--- src/rtl/mux_tree_pipe.sv ---
// mux_tree_pipe: pipelined NUM_IN:1 mux built from registered levels of 4:1 nodes.
// A single global advance (adv) moves every stage at once, so bubbles are kept
// and ordering is preserved. Optional macro: MUX_ERR_EN adds the out_err flag,
// which marks items whose select was >= NUM_IN.

// One 4:1 tree node; d packs its four inputs, input i at [i*WIDTH +: WIDTH].
module mux4_node #(
   parameter int WIDTH = 8
) (
   input  logic [4*WIDTH-1:0] d,
   input  logic [1:0]         sel,
   output logic [WIDTH-1:0]   y
);
   // pick one of four inputs
   always_comb begin
      y = d[WIDTH-1:0];
      case (sel)
         2'd0: y = d[0*WIDTH +: WIDTH];
         2'd1: y = d[1*WIDTH +: WIDTH];
         2'd2: y = d[2*WIDTH +: WIDTH];
         2'd3: y = d[3*WIDTH +: WIDTH];
         default: y = d[WIDTH-1:0];
      endcase
   end
endmodule

module mux_tree_pipe #(
   parameter  int WIDTH  = 8,
   parameter  int NUM_IN = 16,
   localparam int LEVELS = (NUM_IN <= 4) ? 1 : (NUM_IN <= 16) ? 2 : (NUM_IN <= 64) ? 3 : 4,
   localparam int SEL_W  = 2*LEVELS
) (
   input  logic                    clk,
   input  logic                    rst_n,
   input  logic [NUM_IN*WIDTH-1:0] in_data,
   input  logic [SEL_W-1:0]        in_sel,
   input  logic                    in_valid,
   output logic                    in_ready,
   output logic [WIDTH-1:0]        out_data,
   output logic                    out_valid,
   input  logic                    out_ready
`ifdef MUX_ERR_EN
   ,
   output logic                    out_err
`endif
);
   // leaf count rounded up to a full 4-ary tree
   localparam int PAD = 1 << (2*LEVELS);

   logic                   adv;
   logic [LEVELS-1:0]      vld_pipe;
   logic [PAD*WIDTH-1:0]   leaves;

   assign out_valid = vld_pipe[LEVELS-1];
   assign adv       = ~out_valid | out_ready;
   assign in_ready  = adv;

   // pad missing channels with zero so out-of-range selects read 0
   always_comb begin
      leaves = '0;
      leaves[NUM_IN*WIDTH-1:0] = in_data;
   end

   // valid bits shift with the data; in_valid=0 enters as a bubble
   always_ff @(posedge clk or negedge rst_n) begin
      if (!rst_n)   vld_pipe <= '0;
      else if (adv) vld_pipe <= (vld_pipe << 1) | LEVELS'(in_valid);
   end

   for (genvar l = 0; l < LEVELS; l++) begin : g_lvl
      localparam int NODES = PAD >> (2*(l+1));
      localparam int SW    = SEL_W - 2*l;   // select bits still unconsumed here

      logic [4*NODES*WIDTH-1:0] din;
      logic [SW-1:0]            sin;
      logic [NODES*WIDTH-1:0]   mout;
      logic [NODES*WIDTH-1:0]   q;

      if (l == 0) begin : g_src
         assign din = leaves;
         assign sin = in_sel;
      end else begin : g_src
         assign din = g_lvl[l-1].q;
         assign sin = g_lvl[l-1].g_sreg.sq;
      end

      for (genvar n = 0; n < NODES; n++) begin : g_node
         mux4_node #(.WIDTH(WIDTH)) u_node (
            .d   (din[n*4*WIDTH +: 4*WIDTH]),
            .sel (sin[1:0]),
            .y   (mout[n*WIDTH +: WIDTH])
         );
      end

      // level output register
      always_ff @(posedge clk or negedge rst_n) begin
         if (!rst_n)   q <= '0;
         else if (adv) q <= mout;
      end

      // carry the higher select bits forward for the remaining levels
      if (l < LEVELS-1) begin : g_sreg
         logic [SW-3:0] sq;
         always_ff @(posedge clk or negedge rst_n) begin
            if (!rst_n)   sq <= '0;
            else if (adv) sq <= sin[SW-1:2];
         end
      end
   end

   assign out_data = g_lvl[LEVELS-1].q;

`ifdef MUX_ERR_EN
   logic [LEVELS-1:0] err_pipe;
   logic              oor;

   // one extra bit of headroom so NUM_IN=256 compares correctly
   assign oor = {1'b0, in_sel} >= (SEL_W+1)'(NUM_IN);

   // error flag travels with its item; bubbles carry 0
   always_ff @(posedge clk or negedge rst_n) begin
      if (!rst_n)   err_pipe <= '0;
      else if (adv) err_pipe <= (err_pipe << 1) | LEVELS'(in_valid & oor);
   end

   assign out_err = err_pipe[LEVELS-1];
`else
   // no error tracking: out-of-range selects just read the zero padding
`endif
endmodule

--- config.mk ---
export PLATFORM = sky130hd
export DESIGN_NAME = mux_tree_pipe
export DESIGN_NICKNAME = d
export VERILOG_FILES = /design/src/rtl/mux_tree_pipe.sv
export SDC_FILE = /design/constraint.sdc
export NUM_CORES = 1
export LEC_CHECK = 0
export CELL_PAD_IN_SITES_DETAIL_PLACEMENT = 1
export CELL_PAD_IN_SITES_GLOBAL_PLACEMENT = 2
export CORE_MARGIN = 2
export CORE_UTILIZATION = 28
export CTS_CLUSTER_SIZE = 12
export DETAILED_ROUTE_END_ITERATION = 8
export PLACE_DENSITY_LB_ADDON = 0.1
export SETUP_SLACK_MARGIN = 0.2
export SYNTH_ARGS = -nofsm -noshare
export SYNTH_HDL_FRONTEND = slang
export SYNTH_SLANG_ARGS = --single-unit
--- constraint.sdc ---
create_clock -name clk -period 2.8 [get_ports clk]
set_clock_uncertainty 0.1 [all_clocks]
set_input_delay 0.28 -clock clk [delete_from_list [all_inputs] [get_ports clk]]
set_output_delay 0.28 -clock clk [all_outputs]
set_load 0.005 [all_outputs]
* Yosys cells after proc, flatten, opt, wreduce, memory -nomap -nowiden
Cells that the tools add are included.
** Word-level totals
- Memories kept :: 0
- RAM bits :: 0
- Latch bits :: 0
- Logic and storage cells :: 20
- ROM bits :: 0
- Register bits :: 44
** Operators by class
- Shifts and indexed selects :: 0
- Add/subtract/negate cells :: 0
- Bitwise gates (word level) :: 3
- Divide/modulo/power cells :: 0
- Reduce and logical (&&, ||, !) cells :: 2
- Order comparisons :: 0
- Multipliers :: 0
- Eq/ne operators :: 6
- Muxes and demuxes :: 5
** Operator list (count)
- 8-bit one-hot mux with 4 select lines :: 5
- 2-bit == test, second input constant :: 4
- 2-bit by 1-bit == test with 1-bit output, second input constant :: 2
- 2-bit zero test :: 2
- 2-bit by 1-bit OR with 2-bit output :: 1
- 1-bit NOT :: 1
- 1-bit OR :: 1

* Logic depth before layout (Yosys ltp)
Gate-level depths: netlist (run 1).
- Word-level depth :: 2
- Depth in mapped cells :: 4

* Hierarchy
A second synthesis (run 1) with hierarchy kept.
** Second synthesis, totals
- Cells, all modules :: 144
- Area, all modules :: 2821.5 um^2
** Modules (own cells, without submodules)
- mux_tree_pipe :: area an instance 1839.3 um^2, times used 1, sequential area each 1101.1 um^2, cells each 94
- mux4_node :: area an instance 196.4 um^2, times used 5, sequential area each 0.0 um^2, cells each 10

* Worst setup path before layout (run 1)
OpenSTA, ideal clock, no wires.
- Path type :: register to register
- Start point :: reg g_lvl[0].g_sreg.sq[0]
- End point :: reg g_lvl[1].q[7] (netlist: out_data[7])
- Buffers on the path :: 1
- Slack :: 1266 ps
- Data arrival time :: 1310 ps
- Stages on the path, launching flop included :: 4
- Required time :: 2575 ps
- Clock period less this slack :: 1534 ps
- Cell sequence :: dfrtp_1 buf_2 mux4_2 mux2_2
** On the way
- Longest elaborated chain between the ends :: 2
- Elaborated cells on any way between the ends :: 5
- Those cells by class :: eq/ne: 3; mux: 1; reduce/logical: 1
** RTL lines
- start, declared :: line 103 : logic [SW-3:0] sq;
- start signal, assigned :: line 106 : else if (adv) sq <= sin[SW-1:2];
- 2-bit == test (tied with other cells) :: line 17 : case (sel)
- 8-bit one-hot mux with 4 select lines (*) :: line 17
- end signal, assigned :: line 98 : else if (adv) q <= mout;
- end, declared :: line 77 : logic [NODES*WIDTH-1:0] q;
Every way passes the cells marked *; elsewhere a longest branch is shown, timed or not.
A chain may end at the register's enable or synchronous reset.

* Worst setup path in the final report (run 1)
- Start point :: reg g_lvl[0].g_sreg.sq[0]
- End point :: reg g_lvl[1].q[0] (netlist: out_data[0])
The elaborated chain is that of the path after synthesis.

==> results.md, run 1 <==
- Fin util: 0.457
- Final hold vios: 0
- Clock root buffer: clkbuf_8
- Total track usage: 0.141
- # nets final: 422
- Syn nets: 280
- Synth Register Bits: 44
- Port Buffer Count: 145
- Max Cap Violations: 0
- Fin crit share: 0.661
- Total CTS buffers: 5
- Final setup viols: 0
- Slew Viols, Final: 0
- Worst-Margin Slew: 976 ps
- Hold crit path type: input port to async pin
- Relative slew slack: 0.349
- Crit path time final: 1850 ps
- ANT nets after route: 0
- CP Data Arrival Time: 1930 ps
- Post-Place Worst Slack: 740 ps
- Final Worst Setup Slack: 948 ps
- Critical path class: flip-flop to flip-flop
- Avg WL per Cell: 16.9 µm
- Vias per std cell: 4.63
- Leakage power: 0.00175 µW
- Antenna violations before repair: 0
- Die Height: 103 µm
- Largest net degree at the start of global routing: 45
- Hold_buf cts: 0
- Overflow after GRT: 0
- Vias in the first global route: 2207
- H-tree lvl count: 2
- Setup tns final: 0 ps
- Die width: 103 µm
- Mapped cell area: 0.00274 mm²
- F_max: 0.540 GHz
- Clk slew on worst S/H paths: 90 ps
- Via count: 1946
- Die Area: 0.0106 mm²
- CP startpoint kind: flip-flop
- Worst-skew pair later-pin latency: 290 ps
- Core Footprint: 0.00964 mm²
- Global-route wire length before repair: 11200 µm
- Syn_area_per_cell: 19.0 µm²
- CP endpoint kind: flip-flop
- Req. time, crit path: 2870 ps
- Clock Tree Buf Depth: 2
- Peak VDD IR: 0.000197 V
- Post-synthesis sequential area ratio: 0.402
- Synth Warn #: 0
- RSZ-0062 raised after global routing: false
- RD Place Congestion: 0.672
- Initial Utilization: 0.284
- Number of cell rows: 36
- Clock sink count: 44
- Post-DP HPWL: 5590 µm
- DRC errors left: 0
- Post-CTS setup buffers: 0
- Number of distinct library cells after synthesis: 10
- Syn Inst Count: 144
- Share of post-route cells with drive strength above 1: 0.338
- CP max FO: 9
- Cts repair resizes: 0
- Area Growth Syn to Fin: 60.7%
- PD cells: 472 mW/mm²
- Final wirelength: 7110 µm
- Iteration-0 DRC Markers: 37
- TritonCTS clock tree: done
- Status: completed
- Ant. Diodes: 0
- 1st-pass router iterations: 4
- I/O pin cnt: 146
[critical path: stages (launching register included)]
cell and delay (ps):
dfrtp_1 780, mux4_2 580, mux2_2 270
[cell usage in the layout (no fill, tap or decap), drive strengths merged]
master           n
bufinv           1
nand2b           2
clkdlybuf4s50  143
dfrtp           44
mux4            40
mux2            43
clkbuf           7
buf              7
[registers in the layout (all words and copies together), names as in the netlist]
signal,flops
g_lvl.g_sreg.sq,2
vld_pipe,2
g_lvl.q,32
out_data,8
[where the power goes]
part	leakage, µW	switching (µW)	total (µW)	internal (µW)
clock	0.0000645	214	529	315
combinational	0.00117	174	697	523
sequential	0.000512	85.3	850	765
[cell type report]
| type | count | area (µm²) |
|---|---|---|
| Fill cell | 1009 | 5240 |
| Clock buffer | 7 | 96.3 |
| Clock inverter | 1 | 30.0 |
| Multi-Input combinational cell | 85 | 1520 |
| Sequential cell | 44 | 1100 |
| Timing Repair Buffer | 150 | 1490 |
| Tap cell | 133 | 166 |
[routing by layer]
layer | track usage | part of all wire | up-vias | wire [µm]
met5 | 0 | 0 | - | 0
met4 | 0.0385 | 0.013 | 0 | 95
met3 | 0.0359 | 0.070 | 7 | 496
met2 | 0.230 | 0.51 | 78 | 3610
met1 | 0.186 | 0.41 | 986 | 2910
li1 | - | - | 875 | -
[per-stage QoR]
step / area [µm²] / hold WS, ps / total power (µW) / std cells
after global placement: 4280 / 346 / 1560 / 412
after global routing: 4400 / 112 / 2200 / 420
after CTS: 4400 / 87.7 / 2120 / 420
after floorplan: 2740 / -116 / 1220 / 144
after detailed placement: 4280 / 353 / 1570 / 412
final: 4400 / 38.5 / 2080 / 420
[cells in the mapped netlist]
cell      count  area share
buf_12        3       0.022
buf_2         9       0.016
buf_6         1      0.0041
clkbuf_1      2      0.0027
dfrtp_1      44        0.40
mux2_2       14       0.058
mux2_4       29        0.16
mux4_1        2       0.019
mux4_2       38        0.31
nand2b_1      2      0.0046
[cell families (layout without fill, tap and decap cells)]
group                  count (synthesis)  in the layout  share of synthesized area
buffers and inverters                 15            158                     0.0452
flip-flops                            44             44                      0.402
multiplexers                          83             83                      0.548
AND/OR/NAND/NOR                        2              2                    0.00457
[worst paths after layout]
kind / to / cells after the start / slack [ps] / start
hold reg to reg: vld_pipe[1]$_DFFE_PN0P_ / 1 / 370 / vld_pipe[0]$_DFFE_PN0P_
hold / removal: g_lvl[0].q[4]$_DFFE_PN0P_ / 1 / 40 / rst_n
min in group clk: vld_pipe[1]$_DFFE_PN0P_ / 1 / 370 / vld_pipe[0]$_DFFE_PN0P_
setup / recovery: out_data[0]$_DFFE_PN0P_ / 2 / 950 / g_lvl[0].g_sreg.sq[0]$_DFFE_PN0P_
setup reg to reg: out_data[0]$_DFFE_PN0P_ / 2 / 950 / g_lvl[0].g_sreg.sq[0]$_DFFE_PN0P_
max in group asynchronous: g_lvl[0].q[25]$_DFFE_PN0P_ / 1 / 1950 / rst_n
Power figures use the tool's default switching activity.
==> run 2, diff against run 1 <==
--- a/config.mk
+++ b/config.mk
@@ -8,7 +8,7 @@
 export CELL_PAD_IN_SITES_DETAIL_PLACEMENT = 1
 export CELL_PAD_IN_SITES_GLOBAL_PLACEMENT = 2
 export CORE_MARGIN = 2
-export CORE_UTILIZATION = 28
+export CORE_UTILIZATION = 26
 export CTS_CLUSTER_SIZE = 12
 export DETAILED_ROUTE_END_ITERATION = 8
 export PLACE_DENSITY_LB_ADDON = 0.1
==> constraint.sdc (replaced) <==
create_clock -name clk -period 1.9 [get_ports clk]
set_clock_uncertainty 0.1 [all_clocks]
set_input_delay 0.19 -clock clk [delete_from_list [all_inputs] [get_ports clk]]
set_output_delay 0.19 -clock clk [all_outputs]
set_load 0.005 [all_outputs]
==> run 2 against run 1 <==
  * Utilization shrank 2.6 points
  * Final cell count grew 1.9%
  * Combinational power grew 52%
  * Via count grew 0.87%
  * Worst hold slack gained 270 ps
  * Sequential power grew 47%
  * Non-clock buffer count grew 5
  * Critical path type unchanged
  * Critical endpoint is now out_data[2]$_DFFE_PN0P_
  * Largest power group unchanged
  * Highest routed layer unchanged
==> results.md, run 2 (same netlist as run 1, synthesis figures left out) <==
- Global-route wire length before repair: 12000 µm (was 11200 µm)
- DRC errors left: 0 (unchanged)
- Final wirelength: 7570 µm (was 7110 µm)
- Core Footprint: 0.0103 mm² (was 0.00964 mm²)
- Clk slew on worst S/H paths: 90 ps (about the same)
- Die width: 107 µm (was 103 µm)
- Clock Tree Buf Depth: 2 (unchanged)
- F_max: 0.644 GHz (was 0.540 GHz)
- CP startpoint kind: flip-flop (unchanged)
- PD cells: 657 mW/mm² (was 472 mW/mm²)
- Crit path time final: 1550 ps (was 1850 ps)
- Iteration-0 DRC Markers: 47 (was 37)
- CP Data Arrival Time: 1630 ps (was 1930 ps)
- ANT nets after route: 0 (unchanged)
- Worst R2R Path Depth: 3 (was 2)
- I/O pin cnt: 146 (unchanged)
- Int Power: 2210 µW (was 1600 µW)
- Setup tns final: 0 ps (unchanged)
- Status: completed (unchanged)
- Share of post-route cells with drive strength above 1: 0.342 (was 0.338)
- CP startpoint: g_lvl[0].g_sreg.sq[0]$_DFFE_PN0P_ (unchanged)
- Hold crit path type: input port to flip-flop (was input port to async pin)
- # nets final: 427 (was 422)
- Slew Viols, Final: 0 (unchanged)
- Part of the power in registers: 0.428 (was 0.409)
- Post-CTS setup buffers: 0 (unchanged)
- Max Cap Violations: 0 (unchanged)
- Vias per std cell: 4.59 (was 4.63)
- Reg with most FFs: g_lvl.q (unchanged)
- R2R setup slack: 350 ps (was 950 ps)
- Total CTS buffers: 5 (unchanged)
- 1st-pass router iterations: 4 (unchanged)
- Area Growth Syn to Fin: 61.7% (was 60.7%)
- CP endpoint kind: flip-flop (unchanged)
- Combinational Power Share: 0.365 (was 0.336)
- Power consumption: 2910 µW (was 2080 µW)
- FILL cells: 1048 (was 1009)
- Vias in the first global route: 2230 (was 2207)
- Avg WL per Cell: 17.7 µm (was 16.9 µm)
- Worst-skew pair later-pin latency: 290 ps (about the same)
- Via count: 1963 (was 1946)
- Die Height: 107 µm (was 103 µm)
- Relative slew slack: 0.619 (was 0.349)
- Seq. cell area: 0.00110 mm² (unchanged)
- Initial Utilization: 0.266 (was 0.284)
- Most frequent cells in the layout: clkdlybuf4s50_1, dfrtp_1, mux4_2, mux2_4, mux2_2 (unchanged)
- Total track usage: 0.138 (was 0.141)
- Clock sink count: 44 (unchanged)
- Leakage power: 0.00176 µW (was 0.00175 µW)
- Overflow after GRT: 0 (unchanged)
- Largest net degree at the start of global routing: 33 (was 45)
- Switching power: 698 µW (was 474 µW)
- RD Place Congestion: 0.661 (was 0.672)
- Clock root buffer: clkbuf_8 (unchanged)
- Req. time, crit path: 1980 ps (was 2870 ps)
- Port Buffer Count: 145 (unchanged)
- Hold_sp: in_sel[1]
- Hold depth: 3
- RSZ-0062 raised after global routing: false (unchanged)
- Peak VDD IR: 0.000306 V (was 0.000197 V)
- Worst reg2reg path startpoint: g_lvl[0].g_sreg.sq[0]$_DFFE_PN0P_ (unchanged)
- Clock power share: 0.207 (was 0.255)
- Antenna violations before repair: 0 (unchanged)
- Die Area: 0.0114 mm² (was 0.0106 mm²)
- CP max FO: 5 (was 9)
- Post-DP HPWL: 6120 µm (was 5590 µm)
- Switching share of power: 0.240 (was 0.228)
- Final hold vios: 0 (unchanged)
- Fin crit share: 0.817 (was 0.661)
- Commonest non-fill, non-tap cell in the layout: clkdlybuf4s50_1 (unchanged)
- Number of cell rows: 37 (was 36)
- Area of the multi-input gates: 0.00152 mm² (unchanged)
- Critical path class: flip-flop to flip-flop (unchanged)
- TritonCTS clock tree: done (unchanged)
- Worst-Margin Slew: 571 ps (was 976 ps)
- Final setup viols: 0 (unchanged)
- H-tree lvl count: 2 (unchanged)
- Ant. Diodes: 0 (unchanged)
- Max FFs per register: 32 (unchanged)
## run 2: cell types whose count changed in the layout (fill, tap and decap cells not counted), sizes merged
cell / change
dlygate4sd3: +1
clkbuf: +1
buf: +5
dlygate4sd2: +1
clkdlybuf4s50: -2
bufinv: -1
## run 2: stage by stage
stage	hold slack [ps]	utilization	cells	setup WS [ps]	area [µm²]
6_report	309	0.431	428	348	4430
5_1_grt	305	0.431	428	323	4430
4_1_cts	295	0.431	428	331	4430
3_5_place_dp	124	0.421	419	217	4330
3_3_place_gp	118	0.421	419	212	4330
2_1_floorplan	-206	-	144	366	2740
## run 2: final cells by class
class                      instances  area share
multi-input combinational         85       0.342
timing repair buffer             155       0.350
tap                              136      0.0384
clock buffer                       8      0.0203
sequential                        44       0.249
## run 2: per-layer routing
metal,vias up,GRT usage,share of wire
met1,1002,0.184,0.43
met5,-,0,0
li1,877,-,-
met2,80,0.231,0.50
met4,0,0.0306,0.0086
met3,4,0.0322,0.066
## run 2: critical path, cell delays in order, from the launching register on
cell and delay (ps):
dfrtp_1 360, buf_4 190, mux4_2 510, mux2_2 270
## run 2: what timing repair did
| action | in CTS | in global routing |
|---|---|---|
| hold endpoints to repair | 22 | 0 |
| resized for setup | 1 | 0 |
| endpoints found under the setup margin | 1 | 0 |
| hold buffers | 1 | 0 |
## run 2: worst paths after layout
| path | endpoint |
|---|---|
| hold reg to reg | vld_pipe[1]$_DFFE_PN0P_ |
| max in group asynchronous | g_lvl[0].q[12]$_DFFE_PN0P_ |
| hold / removal | g_lvl[0].q[30]$_DFFE_PN0P_ |
| setup reg to reg | out_data[2]$_DFFE_PN0P_ |
| setup / recovery | out_data[2]$_DFFE_PN0P_ |
| min in group asynchronous | g_lvl[0].q[4]$_DFFE_PN0P_ |
## run 2: power groups by stage
stage	logic, µW	registers [µW]	clock network [µW]
after global routing	1130	1270	679
after detailed placement	1080	1270	0
final	1060	1250	601
after global placement	1070	1270	0
after floorplan	567	1220	0
after CTS	1090	1250	637
